File: config.mk
export PLATFORM = sky130hd
export DESIGN_NAME = synapse_array_delay
export DESIGN_NICKNAME = d
export VERILOG_FILES = /design/src/rtl/synapse_array_delay.sv
export SDC_FILE = /design/constraint.sdc
export NUM_CORES = 1
export LEC_CHECK = 0
export BUFFER_PORTS_ARGS = -buffer_cell sky130_fd_sc_hd__buf_4
export CAP_MARGIN = 25
export CORE_UTILIZATION = 40
export CTS_CLUSTER_SIZE = 25
export DETAILED_ROUTE_END_ITERATION = 8
export PLACE_DENSITY_LB_ADDON = 0.12
export REMOVE_ABC_BUFFERS = 1
export SYNTH_ARGS = -nofsm -noshare
export SYNTH_HDL_FRONTEND = slang
export SYNTH_SLANG_ARGS = --single-unit
File: constraint.sdc
create_clock -name clk -period 4.3 [get_ports clk]
set_input_delay 1.075 -clock clk [delete_from_list [all_inputs] [get_ports clk]]
set_output_delay 1.075 -clock clk [all_outputs]
set_load 0.02 [all_outputs]
File: src/rtl/synapse_array_delay.sv
// -----------------------------------------------------------------------------
// synapse_array_delay
//
// Multi-channel synapse bank. Each channel delays presynaptic spikes by a
// programmable number of cycles in its own shift register, so every spike in
// flight is kept. Each delayed spike is scaled by a signed per-channel weight,
// and all channels are summed into one registered postsynaptic current word.
//
// Optional feature macro: SYN_DECAY_EN
//   undefined : psc_out is the weighted sum for each cycle
//   defined   : psc_out is a leaky, saturating trace of that sum
//
// Ports
//   clk         in   1         system clock, rising edge
//   rst_n       in   1         asynchronous active-low reset
//   en          in   1         1 = advance delay lines, 0 = freeze (outputs 0)
//   spike_in    in   N_CH      presynaptic spike per channel
//   cfg_we      in   1         configuration write strobe
//   cfg_ch      in   CH_W      channel addressed by the write
//   cfg_delay   in   DLY_W     new delay (0 -> 1, above DEPTH -> DEPTH)
//   cfg_weight  in   WEIGHT_W  new signed weight
//   spike_out   out  N_CH      delayed spike per channel
//   psc_out     out  SUM_W     signed weighted sum / trace
//   psc_valid   out  1         psc_out is non-zero
// -----------------------------------------------------------------------------
module synapse_array_delay #(
   parameter int N_CH           = 4,
   parameter int DEPTH          = 8,
   parameter int WEIGHT_W       = 6,
   parameter int DEFAULT_DELAY  = 1,
   parameter int DEFAULT_WEIGHT = 1,
   parameter int DECAY_SHIFT    = 2,
   localparam int CH_W          = (N_CH > 1) ? $clog2(N_CH) : 1,
   localparam int DLY_W         = $clog2(DEPTH + 1),
   localparam int SUM_W         = WEIGHT_W + $clog2(N_CH) + 1
) (
   input  logic                       clk,
   input  logic                       rst_n,
   input  logic                       en,
   input  logic [N_CH-1:0]            spike_in,
   input  logic                       cfg_we,
   input  logic [CH_W-1:0]            cfg_ch,
   input  logic [DLY_W-1:0]           cfg_delay,
   input  logic signed [WEIGHT_W-1:0] cfg_weight,
   output logic [N_CH-1:0]            spike_out,
   output logic signed [SUM_W-1:0]    psc_out,
   output logic                       psc_valid
);

   // Elaboration-time sanity check of the parameter set.
   if (N_CH < 1 || DEPTH < 1 || DECAY_SHIFT < 0 ||
       DEFAULT_DELAY < 1 || DEFAULT_DELAY > DEPTH) begin : g_bad_param
      $error("synapse_array_delay: illegal parameter combination");
   end

   // One past the last valid channel, sized so the compare never truncates.
   localparam logic [CH_W:0] CH_LIMIT = (CH_W + 1)'(N_CH);

   // --------------------------------------------------------------------------
   // State
   // --------------------------------------------------------------------------
   logic [DEPTH-1:0]           line_q   [N_CH];
   logic [DLY_W-1:0]           delay_q  [N_CH];
   logic signed [WEIGHT_W-1:0] weight_q [N_CH];
   logic [N_CH-1:0]            spike_q;
   logic signed [SUM_W-1:0]    psc_q;

   // --------------------------------------------------------------------------
   // Combinational helpers
   // --------------------------------------------------------------------------
   logic                    cfg_hit;
   logic [N_CH-1:0]         tap;
   logic signed [SUM_W-1:0] sum;
   logic signed [SUM_W-1:0] psc_next;

   // Out-of-range delays are clamped rather than rejected.
   function automatic logic [DLY_W-1:0] eff_delay(input logic [DLY_W-1:0] d);
      if (d == '0)
         return DLY_W'(1);
      else if (d > DLY_W'(DEPTH))
         return DLY_W'(DEPTH);
      else
         return d;
   endfunction

   assign cfg_hit = cfg_we && ({1'b0, cfg_ch} < CH_LIMIT);

   // Tap select: bit (d-1) of the line, so a spike entering bit0 at edge k is
   // registered onto spike_out at edge k+d.
   always_comb begin
      for (int c = 0; c < N_CH; c++) begin
         // NOTE: every combinational output gets a default before any
         // conditional assignment, otherwise the tool infers a latch.
         tap[c] = 1'b0;
         for (int i = 0; i < DEPTH; i++) begin
            if (eff_delay(delay_q[c]) == DLY_W'(i + 1))
               tap[c] = line_q[c][i];
         end
      end
   end

   // Weighted sum of the spikes currently on spike_q; SUM_W leaves room for
   // all channels at full-scale weight, so no saturation is needed here.
   always_comb begin
      sum = '0;
      for (int c = 0; c < N_CH; c++) begin
         if (spike_q[c])
            sum = sum + SUM_W'(weight_q[c]);
      end
   end

`ifdef SYN_DECAY_EN
   // Leaky trace: two guard bits absorb the worst-case excursion of
   // trace - leak + sum before saturation back to SUM_W.
   localparam int TR_W = SUM_W + 2;
   localparam logic signed [TR_W-1:0] SAT_MAX = {3'b000, {(SUM_W-1){1'b1}}};
   localparam logic signed [TR_W-1:0] SAT_MIN = {3'b111, {(SUM_W-1){1'b0}}};

   logic signed [TR_W-1:0] tr_ext;
   logic signed [TR_W-1:0] leak;
   logic signed [TR_W-1:0] tr_raw;

   always_comb begin
      tr_ext = TR_W'(psc_q);
      leak   = tr_ext >>> DECAY_SHIFT;
      // A small trace would otherwise stall; force one LSB step toward zero.
      if (leak == '0 && psc_q != '0)
         leak = psc_q[SUM_W-1] ? '1 : TR_W'(1);
      tr_raw = tr_ext - leak + TR_W'(sum);
      if (tr_raw > SAT_MAX)
         psc_next = SAT_MAX[SUM_W-1:0];
      else if (tr_raw < SAT_MIN)
         psc_next = SAT_MIN[SUM_W-1:0];
      else
         psc_next = tr_raw[SUM_W-1:0];
   end
`else
   assign psc_next = sum;
`endif

   // --------------------------------------------------------------------------
   // Sequential state
   // --------------------------------------------------------------------------
   always_ff @(posedge clk or negedge rst_n) begin
      if (!rst_n) begin
         // NOTE: the per-channel line/config arrays are plain flops, not RAM,
         // so they are reset like any other register; reset must flush all
         // in-flight spikes and restore the default configuration.
         for (int c = 0; c < N_CH; c++) begin
            line_q[c]   <= '0;
            delay_q[c]  <= DLY_W'(DEFAULT_DELAY);
            weight_q[c] <= WEIGHT_W'(DEFAULT_WEIGHT);
         end
         spike_q <= '0;
         psc_q   <= '0;
      end else begin
         // NOTE: sequential state uses non-blocking assignments only, so every
         // register samples the pre-edge values of its neighbours.
         for (int c = 0; c < N_CH; c++) begin
            if (cfg_hit && cfg_ch == CH_W'(c)) begin
               // Reconfiguration discards this channel's in-flight spikes;
               // a spike arriving on the same edge enters after the clear.
               delay_q[c]  <= cfg_delay;
               weight_q[c] <= cfg_weight;
               line_q[c]   <= en ? DEPTH'(spike_in[c]) : '0;
               spike_q[c]  <= 1'b0;
            end else if (en) begin
               line_q[c]  <= (line_q[c] << 1) | DEPTH'(spike_in[c]);
               spike_q[c] <= tap[c];
            end
         end
         if (en)
            psc_q <= psc_next;
      end
   end

   // --------------------------------------------------------------------------
   // Outputs: registered state, forced to zero while frozen. The registers
   // themselves hold, so resuming continues exactly where the freeze began.
   // --------------------------------------------------------------------------
   assign spike_out = en ? spike_q : '0;
   assign psc_out   = en ? psc_q : '0;
   assign psc_valid = (psc_out != '0);

endmodule

==> PnR_summary.wiki, run 1 <==
{| class="wikitable"
! Metric !! Value
|-
| RD Place Congestion || 0.788
|-
| Fraction of final layout cells with drive strength greater than 1 || 32.6%
|-
| Post-layout minimum cycle time || 4.36 ns
|-
| Synthesis-to-finish area growth || 24.1%
|-
| Int Pwr || 2.09 mW
|-
| Startpoint type of the worst setup path || register
|-
| Maximum clock rate || 229 MHz
|-
| Number of global-route vias before repair || 3597
|-
| Status || finished, violations left
|-
| Unrepaired setup endpoints after global routing || true
|-
| Clock tree from TritonCTS || yes
|-
| Effective utilization at floorplan || 41.4%
|-
| Worst relative slew slack || 52.0%
|-
| Worst path setup slack after routing || -0.0577 ns
|-
| Most frequent standard cell in the layout excluding fill and tap cells || sky130_fd_sc_hd__dfrtp_1
|-
| Total Power Consumption || 3.15 mW
|-
| Total of endpoints with negative setup slack in the final report || 1
|-
| Smallest hold slack || 0.460 ns
|-
| Commonest cells after routing, fill and taps aside || 77 x sky130_fd_sc_hd__dfrtp_1, 72 x sky130_fd_sc_hd__buf_4, 57 x sky130_fd_sc_hd__nand2_1, 52 x sky130_fd_sc_hd__nor2_1, 40 x sky130_fd_sc_hd__mux2i_1
|-
| Arr. time, crit path || 4.57 ns
|-
| Crit end category || register
|-
| Gate count after technology mapping || 458
|-
| Number of CTS-inserted buffers || 9
|-
| Setup TNS || -0.0577 ns
|-
| Proportion of power drawn by flip-flops and latches || 34.6%
|-
| Clock root buffer || sky130_fd_sc_hd__clkbuf_16
|-
| Count of flip-flops with a built-in enable after synthesis || 0
|-
| First-pass GRT wire length || 17.7 mm
|-
| Final Hold Vio Count || 0
|-
| Violation count after the first detailed-route iteration || 103
|-
| Number of buffers added on ports || 33
|-
| Area of the mapped netlist || 4770 µm²
|-
| Number of H-tree branching levels || 3
|-
| Core area || 11500 µm²
|-
| Number of antenna-violating nets in the routed design || 0
|-
| Largest net degree at the start of global routing || 58
|-
| Placed wire-length estimate after detailed placement || 7.21 mm
|-
| Maxcap violations || 0
|-
| Leakage power || 2.86 nW
|-
| Utilization of the core after routing || 51.4%
|-
| Buffer depth of the longest clock path || 2
|-
| Combinational Power Share || 40.2%
|-
| Diodes inserted || 0
|-
| Total vias in the final route || 3462
|-
| Proportion of register bits with asynchronous set or reset after synthesis || 100%
|-
| Clock skew after layout || 0.00745 ns
|-
| Number of remaining DRC errors || 6
|-
| Die W || 111 µm
|-
| Final Net Count || 569
|-
| Global routing usage summed across all routing layers || 18.0%
|-
| Routed length per instance || 15.0 µm
|-
| Violations in the final reports || DRC, setup timing
|-
| Slew Viols, Final || 0
|-
| Num Clock Sinks || 85
|-
| Actual transition at the worst max-transition pin || 0.719 ns
|-
| Worst min-delay path class || register to register
|-
| Number of top-level pins || 34
|-
| Number of search-and-repair iterations in the first detailed-routing pass || 6
|-
| Critical path required time || 4.52 ns
|-
| Die Area || 12400 µm²
|-
| Sw power || 1.06 mW
|-
| Worst Path Max Fanout || 2
|-
| Avg Inst Size Synth || 10.4 µm²
|-
| Site Rows || 39
|-
| Die Y-Extent || 111 µm
|-
| Power per Cell Area || 533 nW/µm²
|-
| Peak ir drop on the vdd network || 0.224 mV
|-
| Unique cell type count in the Yosys netlist || 50
|-
| #FFs+latches synth || 85
|-
| Final wirelength || 10.1 mm
|-
| Number of warning messages in the yosys log || 0
|-
| Sequential fraction of the synthesis area || 44.8%
|-
| Post-route fraction of the period consumed by the critical path || 101%
|-
| Post-DR vias/cell || 5.14
|-
| Clock insertion delay at the later pin of the skew report || 0.35 ns
|-
| Antenna violations before repair || 0
|-
| Post-CTS clock slew at the launch and capture registers of the worst setup and hold paths || 0.07 ns
|-
| Type of the worst setup path || register to register
|-
| Most used flip-flop cell after synthesis || sky130_fd_sc_hd__dfrtp_1
|-
| Clock Power Share || 25.2%
|-
| Remaining global-route overflow || 0
|-
| Switching portion of total power || 33.7%
|}
[synth_stat cells (9+ instances only)]
cell type	number	area share (%)
sky130_fd_sc_hd__ha_1	21	5.5
sky130_fd_sc_hd__nand2_1	57	4.5
sky130_fd_sc_hd__mux2_2	34	8.0
sky130_fd_sc_hd__nor2_1	54	4.3
sky130_fd_sc_hd__o21ai_0	20	2.1
sky130_fd_sc_hd__mux2i_1	40	8.4
sky130_fd_sc_hd__inv_1	10	0.79
sky130_fd_sc_hd__dfrtp_1	77	40
sky130_fd_sc_hd__a21oi_1	16	1.7
sky130_fd_sc_hd__and2_1	11	1.4
sky130_fd_sc_hd__clkbuf_1	9	0.71
sky130_fd_sc_hd__xnor2_1	11	2.0
[power groups by stage]
stage | logic, mW | registers, mW | clock network [mW]
finish | 1.27 | 1.09 | 0.795
global route | 1.41 | 1.12 | 0.852
CTS | 1.20 | 1.09 | 0.814
detailed placement | 1.10 | 1.10 | 0
global placement | 1.07 | 1.10 | 0
floorplan | 0.727 | 1.07 | 0
[cells by family after synthesis]
kind of cell	Yosys count	share of synthesized area, %
and+or+nand+nor	153	14.3
DFF	85	44.8
muxes	79	18.6
AOI/OAI and AO/OA	71	9.69
buffers and inverters	28	2.41
adders and majority gates	26	7.24
xor gates and xnor gates	16	2.94
[sequential cells by signal (all words and copies together), names as in the netlist]
name	flops
delay_q	16
line_q	32
psc_q	9
spike_q	4
weight_q	24
[metal layers]
| metal | wire, µm | GRT usage, % | vias up | part of all wire [%] |
|---|---|---|---|---|
| met2 | 4780 | 29.1 | 38 | 47 |
| met3 | 244 | 3.34 | 12 | 2.4 |
| met1 | 4890 | 24.5 | 1670 | 49 |
| met4 | 151 | 5.68 | 0 | 1.5 |
| met5 | 0 | 0 | - | 0 |
| li1 | - | - | 1742 | - |
[critical path, stage by stage (launching register included)]
cell and delay (ns):
sky130_fd_sc_hd__dfstp_2 0.53, sky130_fd_sc_hd__and2_4 0.15, sky130_fd_sc_hd__ha_4 0.13, sky130_fd_sc_hd__fa_2 0.42
sky130_fd_sc_hd__mux2_4 0.30, sky130_fd_sc_hd__ha_4 0.21, sky130_fd_sc_hd__a21o_1 0.18, sky130_fd_sc_hd__a21oi_2 0.17
sky130_fd_sc_hd__nor2_2 0.06, sky130_fd_sc_hd__o311a_1 0.30, sky130_fd_sc_hd__a221oi_2 0.33, sky130_fd_sc_hd__o31a_1 0.25
sky130_fd_sc_hd__ha_4 0.23, sky130_fd_sc_hd__nor3_4 0.12, sky130_fd_sc_hd__nor2_2 0.07, sky130_fd_sc_hd__a31oi_2 0.20
sky130_fd_sc_hd__xnor2_1 0.10, sky130_fd_sc_hd__and3_1 0.20, sky130_fd_sc_hd__o211ai_1 0.17, sky130_fd_sc_hd__o311ai_1 0.11
[through the flow]
step / worst slack, ns / cells / area, µm²
5_1_grt: -0.379 / 673 / 5910
3_3_place_gp: -0.253 / 646 / 5350
2_1_floorplan: -0.182 / 440 / 4690
6_report: -0.0577 / 673 / 5910
4_1_cts: 0.00830 / 670 / 5850
3_5_place_dp: -0.345 / 647 / 5370
[final timing paths]
check / start / endpoint / slack, ns / cells after the start
max in group asynchronous: rst_n / weight_q[18] / 2.97 / 2
worst max-delay path: weight_q[18] / psc_q[8] / -0.06 / 19
worst min-delay path: weight_q[0] / weight_q[0] / 0.46 / 2
worst min register to register: weight_q[0] / weight_q[0] / 0.46 / 2
min in group asynchronous: rst_n / line_q[1] / 0.65 / 1
worst max register to register: weight_q[18] / psc_q[8] / -0.06 / 19
[final cells by class]
type	instances	area, µm²
Fill cell	1063	5600
Multi-Input combinational cell	345	2680
Sequential cell	85	2140
Timing Repair Buffer	74	579
Clock buffer	10	229
Tap cell	143	179
Clock inverter	6	68.8
Inverter	10	37.5
[repair_timing]
item | 4_1_cts | 5_1_grt
resized for setup | 24 | 9
hold buffers | 0 | 0
gates cloned | 0 | 0
endpoints found under the setup margin | 2 | 3
buffers inserted | 7 | 3
pin swaps | 19 | 13
Note: power is estimated with default switching activity, not from simulation.
==> inputs of run 2 (changes only) <==
--- a/config.mk
+++ b/config.mk
@@ -7,7 +7,8 @@
 export LEC_CHECK = 0
 export BUFFER_PORTS_ARGS = -buffer_cell sky130_fd_sc_hd__buf_4
 export CAP_MARGIN = 25
-export CORE_UTILIZATION = 40
+export CORE_UTILIZATION = 57
+export CTS_BUF_LIST = sky130_fd_sc_hd__clkbuf_4 sky130_fd_sc_hd__clkbuf_8
 export CTS_CLUSTER_SIZE = 25
 export DETAILED_ROUTE_END_ITERATION = 8
 export PLACE_DENSITY_LB_ADDON = 0.12
==> run 2 against run 1 <==
Net effect: the run ends with setup timing left; maximum frequency decreased by 0.62%; critical endpoint unchanged; clock skew grew 0.0058 ns; power shrank 5.1%; largest cell class unchanged; highest routed layer unchanged; combinational power about the same; via count is 2.7% higher; wire length up 3.1%.
==> PnR_summary.wiki, run 2 (synthesis gave the netlist of run 1 again) <==
{| class="wikitable"
! Metric !! Value
|-
| Post-layout minimum cycle time || 4.38 ns
|-
| Critical path required time || 4.53 ns
|-
| Clock tree from TritonCTS || yes
|-
| Maximum clock rate || 228 MHz
|-
| Non-Filler Cell Area, Final || 5800 µm²
|-
| Clock insertion delay at the later pin of the skew report || 0.36 ns
|-
| Effective utilization at floorplan || 60.4%
|-
| Arr. time, crit path || 4.61 ns
|-
| Placed wire-length estimate after detailed placement || 7.06 mm
|-
| Count of filler cells inserted in the layout || 585
|-
| Setup TNS || -0.0850 ns
|-
| Antenna violations before repair || 0
|-
| Maxcap violations || 0
|-
| Number of global-route vias before repair || 3754
|-
| Largest registers ranked by flip-flop count || line_q: 32 flops, weight_q: 24 flops, delay_q: 16 flops
|-
| Final wirelength || 10.4 mm
|-
| Clock skew after layout || 0.0133 ns
|-
| Most Frequent Cell on Critical Path || sky130_fd_sc_hd__ha_4
|-
| Die W || 93.5 µm
|-
| Total Power Consumption || 2.99 mW
|-
| Fraction of final layout cells with drive strength greater than 1 || 32.9%
|-
| Buffer depth of the longest clock path || 2
|-
| Utilization of the core after routing || 73.6%
|-
| Diodes inserted || 0
|-
| Cts hold-fix bufs || 0
|-
| Number of top-level pins || 34
|-
| Global routing usage summed across all routing layers || 26.7%
|-
| Die Area || 8730 µm²
|-
| Number of antenna-violating nets in the routed design || 0
|-
| Num Clock Sinks || 85
|-
| Clock root buffer || sky130_fd_sc_hd__clkbuf_8
|-
| Worst Path Max Fanout || 3
|-
| Power per Cell Area || 516 nW/µm²
|-
| Type of the worst setup path || register to register
|-
| List of cells traversed by the critical path || and2_4 > ha_4 > fa_2 > maj3_2 > a21oi_2 > xnor2_1 > mux2i_1 > inv_1 > ha_4 > or2_4 > o311a_1 > a221oi_2 > o31a_1 > ha_4 > nor3_4 > nor2_2 > a31oi_1 > xnor2_1 > and3_1 > o211ai_1 > o311ai_1
|-
| Violation count after the first detailed-route iteration || 154
|-
| Largest Register || line_q
|-
| Core area || 7890 µm²
|-
| Post-DR vias/cell || 5.63
|-
| Number of search-and-repair iterations in the first detailed-routing pass || 4
|-
| Most frequent standard cell in the layout excluding fill and tap cells || sky130_fd_sc_hd__dfrtp_1
|-
| Status || finished, violations left
|-
| Slew Viols, Final || 0
|-
| Flip-flop count of the largest register, all copies and words added || 32
|-
| Post-route fraction of the period consumed by the critical path || 102%
|-
| Site Rows || 32
|-
| Actual transition at the worst max-transition pin || 0.751 ns
|-
| Remaining global-route overflow || 0
|-
| Peak ir drop on the vdd network || 0.276 mV
|-
| Worst path setup slack after routing || -0.0850 ns
|-
| Final Hold Vio Count || 0
|-
| Final Net Count || 568
|-
| Standard cell area after detailed placement || 5290 µm²
|-
| Violations in the final reports || setup timing
|-
| Worst min-delay path class || register to register
|-
| Die Y-Extent || 93.5 µm
|-
| Post-CTS clock slew at the launch and capture registers of the worst setup and hold paths || 0.09 ns
|-
| Worst path max stage delay || 0.40 ns
|-
| Unrepaired setup endpoints after global routing || true
|-
| Slowest library cell on the worst path || sky130_fd_sc_hd__dfrtp_1
|-
| Number of H-tree branching levels || 3
|-
| Total vias in the final route || 3555
|-
| Number of CTS-inserted buffers || 9
|-
| Routed length per instance || 16.4 µm
|-
| Synthesis-to-finish area growth || 21.7%
|-
| Sequential cell area in the final layout || 2140 µm²
|-
| Cell family with the largest share of critical-path delay || compound AO/OA/AOI/OAI gates
|-
| Startpoint type of the worst setup path || register
|-
| Number of buffers added on ports || 33
|-
| Crit end category || register
|-
| Post-place setup slack || -0.409 ns
|-
| Number of remaining DRC errors || 0
|-
| Total of endpoints with negative setup slack in the final report || 1
|-
| RD Place Congestion || 0.829
|-
| Commonest cells after routing, fill and taps aside || 77 x sky130_fd_sc_hd__dfrtp_1, 71 x sky130_fd_sc_hd__buf_4, 57 x sky130_fd_sc_hd__nand2_1, 52 x sky130_fd_sc_hd__nor2_1, 40 x sky130_fd_sc_hd__mux2i_1
|-
| First-pass GRT wire length || 17.9 mm
|-
| Area used by multi-input combinational logic || 2720 µm²
|-
| Total buffers and inverters traversed by the critical path || 1
|-
| Leakage power || 2.83 nW
|-
| Worst relative slew slack || 49.9%
|-
| Largest net degree at the start of global routing || 86
|}
-- run 2: final cells by class --
cell class | count | share of cell area, %
Clock buffer | 9 | 2.14
Multi-Input combinational cell | 345 | 46.9
Timing Repair Buffer | 73 | 9.86
Sequential cell | 85 | 36.8
Inverter | 10 | 0.647
Clock inverter | 7 | 1.38
Tap cell | 102 | 2.20
-- run 2: worst reg2reg max path: cells and delay by family, from the launching register on --
kind | cells | cell delay [ns]
simple gates | 5 | 0.79
xor+xnor | 2 | 0.20
flops | 1 | 0.40
compound gates | 7 | 1.33
buf+inv | 1 | 0.10
mux | 1 | 0.17
fa+ha+maj | 5 | 1.28
-- run 2: final timing paths --
kind	startpoint	end	slack (ns)	depth (start not counted)
max	spike_q[0]	psc_q[8]	-0.08	21
min in group asynchronous	rst_n	line_q[3]	0.58	1
max in group asynchronous	rst_n	weight_q[18]	3.06	2
min	weight_q[0]	weight_q[0]	0.47	2
min reg2reg	weight_q[0]	weight_q[0]	0.47	2
max reg2reg	spike_q[0]	psc_q[8]	-0.08	21
-- run 2: what timing repair did --
item,in CTS,in global routing
pin swaps,22,8
gates resized for setup,26,11
setup buffers,7,3
endpoints found under the setup margin,3,3
-- run 2: metrics by stage --
stage,instances,hold WS (ns)
after floorplan,440,0.442
after global placement,603,0.453
after detailed placement,604,0.461
after CTS,627,0.475
after global routing,631,0.494
final,631,0.473
-- run 2: report_power, final --
| group | switching, mW | leakage, nW | internal [mW] |
|---|---|---|---|
| Sequential | 0.138 | 1.05 | 0.961 |
| Clock | 0.313 | 0.102 | 0.277 |
| Combinational | 0.623 | 1.67 | 0.681 |
| Total | 1.07 | 2.83 | 1.92 |
-- run 2: layer usage --
metal | vias to the layer above | wire [µm] | global-route usage (%)
met5 | - | 0 | 0
met4 | 0 | 145 | 8.59
met3 | 12 | 249 | 3.41
met2 | 53 | 5130 | 45.8
met1 | 1754 | 4850 | 35.0
li1 | 1736 | - | -
